## src/rtl/mod_inverse_unit.sv

```systemverilog
// Modular inverse over the Kyber prime using Fermat's little theorem: a^(q-2) mod q,
// computed by left-to-right square-and-multiply with one Barrett-reduced product per cycle.
module mod_inverse_unit #(
   parameter int DATA_WIDTH = 12,
   parameter int MODULUS    = 3329
) (
   input  logic                  clk,
   input  logic                  rst,
   input  logic                  enable,
   input  logic                  valid_in,
   input  logic [DATA_WIDTH-1:0] a,
   output logic                  ready,
   output logic [DATA_WIDTH-1:0] result,
   output logic                  valid_out,
   output logic                  zero_err
);

   localparam int W  = DATA_WIDTH;
   localparam int PW = 2 * W;
   localparam int RW = W + 2;
   localparam int BW = 3 * W + 2;
   localparam int IW = $clog2(W);

   localparam logic [W-1:0]  EXP       = W'(MODULUS - 2);
   localparam logic [W-1:0]  Q_W       = W'(MODULUS);
   localparam logic [RW-1:0] Q_R       = RW'(MODULUS);
   localparam logic [BW-1:0] BARRETT_M = BW'((64'd1 << PW) / 64'(MODULUS));

   typedef enum logic [1:0] {
      IDLE,
      SQR,
      MUL
   } state_e;

   state_e         state_q, state_d;
   logic [W-1:0]   acc_q, acc_d;
   logic [W-1:0]   base_q, base_d;
   logic [W-1:0]   result_q, result_d;
   logic [IW-1:0]  idx_q, idx_d;
   logic           zeroFlag_q, zeroFlag_d;
   logic           validOut_q;
   logic           zeroErr_q;

   logic           accept;
   logic           done;
   logic [W-1:0]   aRed;
   logic [W-1:0]   mulOp;
   logic [PW-1:0]  product;
   logic [RW-1:0]  qHat;
   logic [RW-1:0]  rem0;
   logic [RW-1:0]  rem1;
   logic [W-1:0]   modRes;
   logic [W-1:0]   mulAcc;

   // Shared multiplier: squares acc in SQR, multiplies by base in MUL.
   // Barrett leaves at most two extra q in the remainder, removed by two conditional subtracts.
   always_comb begin
      mulOp   = (state_q == SQR) ? acc_q : base_q;
      product = {{W{1'b0}}, acc_q} * {{W{1'b0}}, mulOp};
      qHat    = RW'(({{(BW - PW){1'b0}}, product} * BARRETT_M) >> PW);
      rem0    = RW'(product) - qHat * Q_R;
      rem1    = (rem0 >= Q_R) ? rem0 - Q_R : rem0;
      modRes  = (rem1 >= Q_R) ? W'(rem1 - Q_R) : W'(rem1);
   end

   always_ff @(posedge clk or posedge rst) begin
      if (rst) begin
         state_q <= IDLE;
      end else begin
         state_q <= state_d;
      end
   end

   always_comb begin
      state_d = state_q;
      if (enable) begin
         case (state_q)
            IDLE:    state_d = valid_in ? SQR : IDLE;
            SQR:     state_d = MUL;
            MUL:     state_d = (idx_q == '0) ? IDLE : SQR;
            default: state_d = IDLE;
         endcase
      end
   end

   always_comb begin
      ready  = (state_q == IDLE) && enable;
      accept = ready && valid_in;
      done   = enable && (state_q == MUL) && (idx_q == '0);
   end

   // Datapath next-state; every update is gated by enable so a stall freezes everything.
   always_comb begin
      aRed       = (a >= Q_W) ? a - Q_W : a;
      mulAcc     = EXP[idx_q] ? modRes : acc_q;
      acc_d      = acc_q;
      base_d     = base_q;
      idx_d      = idx_q;
      zeroFlag_d = zeroFlag_q;
      result_d   = result_q;
      if (accept) begin
         base_d     = aRed;
         acc_d      = W'(1);
         idx_d      = IW'(W - 1);
         zeroFlag_d = (aRed == '0);
      end else if (enable && (state_q == SQR)) begin
         acc_d = modRes;
      end else if (enable && (state_q == MUL)) begin
         acc_d = mulAcc;
         if (idx_q != '0) begin
            idx_d = idx_q - IW'(1);
         end
      end
      if (done) begin
         result_d = mulAcc;
      end
   end

   always_ff @(posedge clk or posedge rst) begin
      if (rst) begin
         acc_q      <= W'(1);
         base_q     <= '0;
         idx_q      <= IW'(W - 1);
         zeroFlag_q <= 1'b0;
         result_q   <= '0;
         validOut_q <= 1'b0;
         zeroErr_q  <= 1'b0;
      end else begin
         acc_q      <= acc_d;
         base_q     <= base_d;
         idx_q      <= idx_d;
         zeroFlag_q <= zeroFlag_d;
         result_q   <= result_d;
         validOut_q <= done;
         zeroErr_q  <= done && zeroFlag_q;
      end
   end

   assign result    = result_q;
   assign valid_out = validOut_q;
   assign zero_err  = zeroErr_q;

endmodule

```

## config.mk

```make
export PLATFORM = sky130hd
export DESIGN_NAME = mod_inverse_unit
export DESIGN_NICKNAME = d
export VERILOG_FILES = /design/src/rtl/mod_inverse_unit.sv
export SDC_FILE = /design/constraint.sdc
export NUM_CORES = 1
export LEC_CHECK = 0
export ABC_CLOCK_PERIOD_IN_PS = 19300
export BUFFER_PORTS_ARGS = -buffer_cell sky130_fd_sc_hd__buf_2
export CAP_MARGIN = 30
export CORE_MARGIN = 3
export CORE_UTILIZATION = 59
export CTS_CLUSTER_DIAMETER = 80
export CTS_CLUSTER_SIZE = 24
export DETAILED_ROUTE_END_ITERATION = 8
export PLACE_DENSITY = 0.76
export SYNTH_ARGS = -nofsm -noshare
export SYNTH_HDL_FRONTEND = slang
export SYNTH_SLANG_ARGS = --single-unit
```

## constraint.sdc

```tcl
create_clock -name clk -period 19.3 [get_ports clk]
set_input_delay 0 -clock clk [delete_from_list [all_inputs] [get_ports clk]]
set_output_delay 0 -clock clk [all_outputs]
set_load 0.05 [all_outputs]
```

**Yosys cells after proc, flatten, opt, wreduce, memory -nomap -nowiden**

Memories as Yosys holds them, arrays and structs flattened.
Cells that the tools add are included.
W data, S select, Z words.

- Flip-flop bits (word level): 45
- Input bits: 16
- Output and inout bits: 15
- Memories kept: 1
- Memory bits (read-only): 16
- Word-level logic and storage cells: 54

- Mux-type cells: 16
- Equality and inequality tests: 3
- Multipliers: 3
- Reduce and logical (&&, ||, !) cells: 14
- Add/subtract/negate cells: 5
- Magnitude comparators: 4

Memories:

| name | words | bits a word | rd ports | clocked after memory_dff | wr ports | RTL line | source |
|---|---|---|---|---|---|---|---|
| (name not given) | 16 | 1 | 1 | 0 | 0 | 95 | `mulAcc = EXP[idx_q] ? modRes : acc_q;` |

Operator list:

| kind | count |
|---|---|
| $mux W12 | 7 |
| $mul A24 B13 Y37 const B | 1 |
| $ge A14 B12 Y1 const B | 2 |
| $mul A12 B12 Y24 | 1 |
| $sub A12 B12 Y12 const B | 2 |
| $mux W4 | 4 |
| $mul A13 B12 Y14 const B | 1 |
| $mux W14 | 1 |
| $sub A14 B12 Y14 const B | 1 |
| $sub A14 B14 Y14 | 1 |
| $ge A12 B12 Y1 const B | 1 |
| $logic_not A12 Y1 | 1 |
| $logic_and A1 B1 Y1 | 6 |
| $pmux W2 S3 | 1 |
| $lt A4 B5 Y1 const B | 1 |
| $logic_not A4 Y1 | 1 |
| $reduce_bool A2 Y1 | 2 |
| $reduce_bool A4 Y1 | 1 |
| $sub A4 B1 Y4 const B | 1 |
| $mux W1 | 3 |
| $reduce_and A3 Y1 | 1 |
| $reduce_bool A3 Y1 | 1 |
| $eq A2 B1 Y1 const B | 1 |
| $eq A2 B2 Y1 const B | 1 |
| other kinds (2) | 2 |

**Depth between registers and ports, before layout**

- Word-level depth: 14
- Mapped depth: 76
- Mapped depth without buffers: 72

**Worst setup path before layout**

OpenSTA, ideal clock, no wires.

- Path type: flip-flop to flip-flop
- Start point: register state_q[0]
- End point: register acc_q[5]
- Arrival: 16508 ps
- Data required time: 19169 ps
- Setup slack: 2662 ps
- Clock period less this slack: 16638 ps
- Stages on the path, launching flop included: 72
- Setup time: 131 ps
- Buffers on the path: 5
- Cell sequence: dfrtp_1 -> nor2b_1 -> clkbuf_1 -> clkbuf_1 -> mux2_2 -> clkbuf_1 -> nand2_1 -> fa_1 -> inv_1 -> fa_1 -> inv_1 -> fa_1 -> inv_1 -> fa_1 -> inv_1 -> fa_1 -> inv_1 -> ha_1 -> [36 not listed] -> ha_1 -> fa_1 -> fa_1 -> inv_1 -> ha_1 -> a2111oi_2 -> nor3_1 -> xnor3_1 -> xnor3_2 -> nor2_4 -> buf_2 -> xnor2_1 -> ha_1 -> a41o_1 -> buf_6 -> or3_4 -> xor2_1 -> o21ai_1

- Word-level cells in the longest chain between the ends: 14
- Elaborated cells on any way between the ends: 23
- Those cells by class: 3 x add/sub; 3 x mul; 2 x order compare; 2 x eq/ne; 7 x mux; 6 x reduce/logical

Ends and longest elaborated chain:

| item | RTL line | source |
|---|---|---|
| start, declared | 35 | `state_e state_q, state_d;` |
| start signal, assigned | 70 | `state_q <= state_d;` |
| $eq A2 B1 Y1 | 58, 106 |  |
| $mux W12 | 58 | `mulOp = (state_q == SQR) ? acc_q : base_q;` |
| $mul A12 B12 Y24 | 59 | `product = {{W{1'b0}}, acc_q} * {{W{1'b0}}, mulOp};` |
| $mul A24 B13 Y37 | 60 | `qHat = RW'(({{(BW - PW){1'b0}}, product} * BARRETT_M) >> PW);` |
| $mul A13 B12 Y14 | 61 | `rem0 = RW'(product) - qHat * Q_R;` |
| $sub A14 B14 Y14 | 61 |  |
| $sub A14 B12 Y14 / $ge A14 B12 Y1 (equally long branches) | 62 | `rem1 = (rem0 >= Q_R) ? rem0 - Q_R : rem0;` |
| $mux W14 | 62 |  |
| $sub A12 B12 Y12 / $ge A14 B12 Y1 (equally long branches) | 63 | `modRes = (rem1 >= Q_R) ? W'(rem1 - Q_R) : W'(rem1);` |
| $mux W12 | 63 |  |
| $mux W12 | 95 |  |
| $mux W12 | 108 | `end else if (enable && (state_q == MUL)) begin` |
| $mux W12 | 106 | `end else if (enable && (state_q == SQR)) begin` |
| $mux W12 | 101 | `if (accept) begin` |
| end signal, assigned | 121 | `acc_q <= W'(1);` |
| end signal, assigned | 129 | `acc_q <= acc_d;` |
| end, declared | 36 | `logic [W-1:0] acc_q, acc_d;` |

Parallel ways exist; a longest one is shown, timed or not. The select of a mux whose other input is x is not followed.
A chain may end at the register's enable or synchronous reset.

**Worst setup path in the final report**

- Start point: register state_q[0]
- End point: register result_q[5] (netlist: result[5])

- Word-level cells in the longest chain between the ends: 11
- Elaborated cells on any way between the ends: 16
- Those cells by class: 3 x add/sub; 3 x mul; 2 x order compare; 2 x eq/ne; 4 x mux; 2 x reduce/logical

Ends and longest elaborated chain:

| item | RTL line | source |
|---|---|---|
| $eq A2 B1 Y1 | 58 |  |
| $mux W12 | 58 |  |
| $mul A12 B12 Y24 | 59 |  |
| $mul A24 B13 Y37 | 60 |  |
| $mul A13 B12 Y14 | 61 |  |
| $sub A14 B14 Y14 | 61 |  |
| $sub A14 B12 Y14 / $ge A14 B12 Y1 (equally long branches) | 62 |  |
| $mux W14 | 62 |  |
| $sub A12 B12 Y12 / $ge A14 B12 Y1 (equally long branches) | 63 |  |
| $mux W12 | 63 |  |
| $mux W12 | 95 |  |
| end signal, assigned | 133 | `result_q <= result_d;` |
| end, declared | 38 | `logic [W-1:0] result_q, result_d;` |

Parallel ways exist; a longest one is shown, timed or not.

==> qor.yml <==
outcome:
  status: "finished clean"
worst_setup_path:
  cp_max_fo: 16
  crit_type: "flip-flop to flip-flop"
  endpoint: "result[5]"
  rr_startpoint: "state_q[0]"
  cp-start-kind: "flip-flop"
  arrival_ns: 18.11
  critPathMostFrequentCell: "fa_1"
  startpoint: "state_q[0]"
  r2r_cells: 66
  r2r_setup_slack_ns: 1.34
  critPathMaxStageDelay_ns: 0.77
  r2r-end: "result[5]"
  required_ns: 19.45
  cp-end-kind: "flip-flop"
  crit_path_top_delay_cell: "xnor2_1"
synthesis:
  synth_top_area_share_pct: 31.0
  syn_area_um2: 14700
  netlist-cell-type-count: 72
  synth_ff_type: "dfrtp_1"
  synth_edf_count: 0
  syn_nets: 2147
  synth_area_leaders: "fa_1 31%, ha_1 19%, inv_1 10%"
  yosysWarnings: 0
  syn_inst: 1682
  avgSynthCellArea_um2: 8.73
  ys_ff_latch: 45
  yosysTopAreaCell: "fa_1"
  ys_seq_area_share_pct: 7.71
  async_reset_ff_share_pct: 100
flow_run:
  cap_violations: 0
timing:
  rsz0062_at_grt: "false"
  fin_skew_ns: 0.00579
  slew_headroom_pct: 35.0
  fin_crit_sh_pct: 93.0
  setup_violations: 0
  timing.fmax_ghz: 0.0557
  max_slew.worst_pin.slew_ns: 0.968
  hold_violations: 0
  min_period_ns: 17.96
  tns_ns: 0
  finalMaxSlewViolations: 0
cells_and_area:
  nNetsFinal: 2142
  syn2layout_area_growth_pct: 4.19
  antenna_cells: 0
  drive_gt1_share_pct: 5.30
drt:
  viasPerCell: 5.50
  wl_per_cell_um: 15.7
  via_count: 11009
  drtAntennaViolNets: 0
  drc: 0
  drt_iter0_drc: 522
  firstDrtPassIters: 5
  wl_mm: 31.5
global_routing:
  grt_pass1_vias: 11278
  track_usage_pct: 24.7
  grt-busiest-layer: "met2"
  grt_overflow: 0
  grt_max_degree: 46
  met3_usage_pct: 2.14
  met2_usage_pct: 40.5
  grt_util_met1_pct: 36.2
  grt_first_pass_wirelength_mm: 54.1
  antenna_found_initial: 0
die:
  dieArea_um2: 26800
  die_h_um: 164
  die_x_um: 164
  initial_core_util_pct: 60.2
  core_area_um2: 24400
  rows: 57
  ioPinCount: 31
placement:
  port_buffers: 30
  gp_congestion: 0.944
  dp_hpwl_mm: 27.0
clocking:
  cts_buffers: 5
  cts_buffer_depth: 2
  cts_setup_buffers: 0
  clock_sinks: 45
  htreeDepth: 2
  cts_tree: "yes"
  clock-root-buffer: "clkbuf_16"
  path_clk_slew_ns: 0.07
  clk_latency_ns: 0.30
  ctsResizeCount: 0
  holdBufCountCts: 3
min_path:
  hold_path.class: "input port to flip-flop"
==> synthesized netlist by cell type (10+ instances only) <==
cell,number
nand4_1,11
a21oi_1,46
a21o_1,17
xor2_1,35
o21bai_1,10
xnor2_1,69
nor2_1,62
nor3_1,22
mux2_2,12
nand3_1,19
o21ai_1,10
clkbuf_1,48
and2_1,51
nand2_1,152
fa_1,227
o21a_1,18
dfrtp_1,41
inv_1,409
o21ai_0,67
ha_1,222
==> worst min-delay path by stage <==
stage,endpoint,depth (start not counted),from
finish,base_q[5],3,a[5]
global route,base_q[4],3,a[4]
CTS,base_q[5],3,a[5]
detailed placement,idx_q[2],2,valid_in
global placement,idx_q[2],2,valid_in
floorplan,idx_q[2],1,valid_in
==> stage by stage <==
step	setup WS (ns)	cells	instance area [um^2]	hold WS (ns)	util [%]
after global routing	0.211	2002	15300	0.0887	62.7
after CTS	1.43	2002	15300	0.0385	62.7
final	1.34	2002	15300	0.0390	62.7
after global placement	1.93	1991	15100	0.211	61.9
after floorplan	2.66	1682	14700	0.0866	-
after detailed placement	1.55	1991	15100	0.213	61.9
==> registers in the layout (all words and copies together), names as in the netlist <==
register,count
idx_q,4
zeroFlag_q,1
valid_out,1
zero_err,1
base_q,12
state_q,2
result,12
acc_q,12
==> cell usage in the layout (no fill, tap or decap), types with 7 or more instances in the layout <==
cell type	instances
buf_2	30
nand2_1	152
o21bai_1	10
a21o_1	17
o21a_1	18
nand3_1	19
xnor2_1	69
dfrtp_1	41
and2_1	51
ha_1	222
nor3_1	22
nand2b_1	7
nand4_1	11
fa_1	227
a211oi_1	8
buf_4	10
o211ai_1	9
mux2_2	12
o21ai_0	66
a21oi_1	46
xor2_1	35
o21ai_1	11
a31oi_1	9
nor2_1	62
inv_1	408
==> per-layer routing <==
metal / up-vias / share of wire [%]
met5: - / 0
met4: 0 / 1.9
met3: 49 / 5.3
met2: 288 / 47
met1: 5411 / 46
li1: 5261 / -
==> cell type report <==
class,instances,area [um^2]
inverter,409,1540
clock buffer,5,125
tap,324,405
fill,2118,9100
clock inverter,3,47.5
timing repair buffer,43,255
multi-input combinational,1173,11800
sequential,45,1130
==> critical path, delay by kind of cell, from the launching register on <==
kind,cells,cell delay (ns)
compound gates,26,4.95
simple gates,7,1.72
flops,1,0.42
mux,1,0.32
xor+xnor,4,1.84
buf+inv,11,0.92
fa+ha+maj,17,7.65
==> kinds of logic after synthesis <==
| kind of cell | synth area share (%) |
|---|---|
| xor+xnor | 6.90 |
| fa+ha+maj | 49.9 |
| compound gates | 10.6 |
| flops | 7.71 |
| simple gates | 11.7 |
| buf+inv | 12.0 |
| mux | 1.29 |
Power is left out: the tool's default activity adds up to more than one toggle a clock period on the data nets, which glitch-free logic cannot reach.
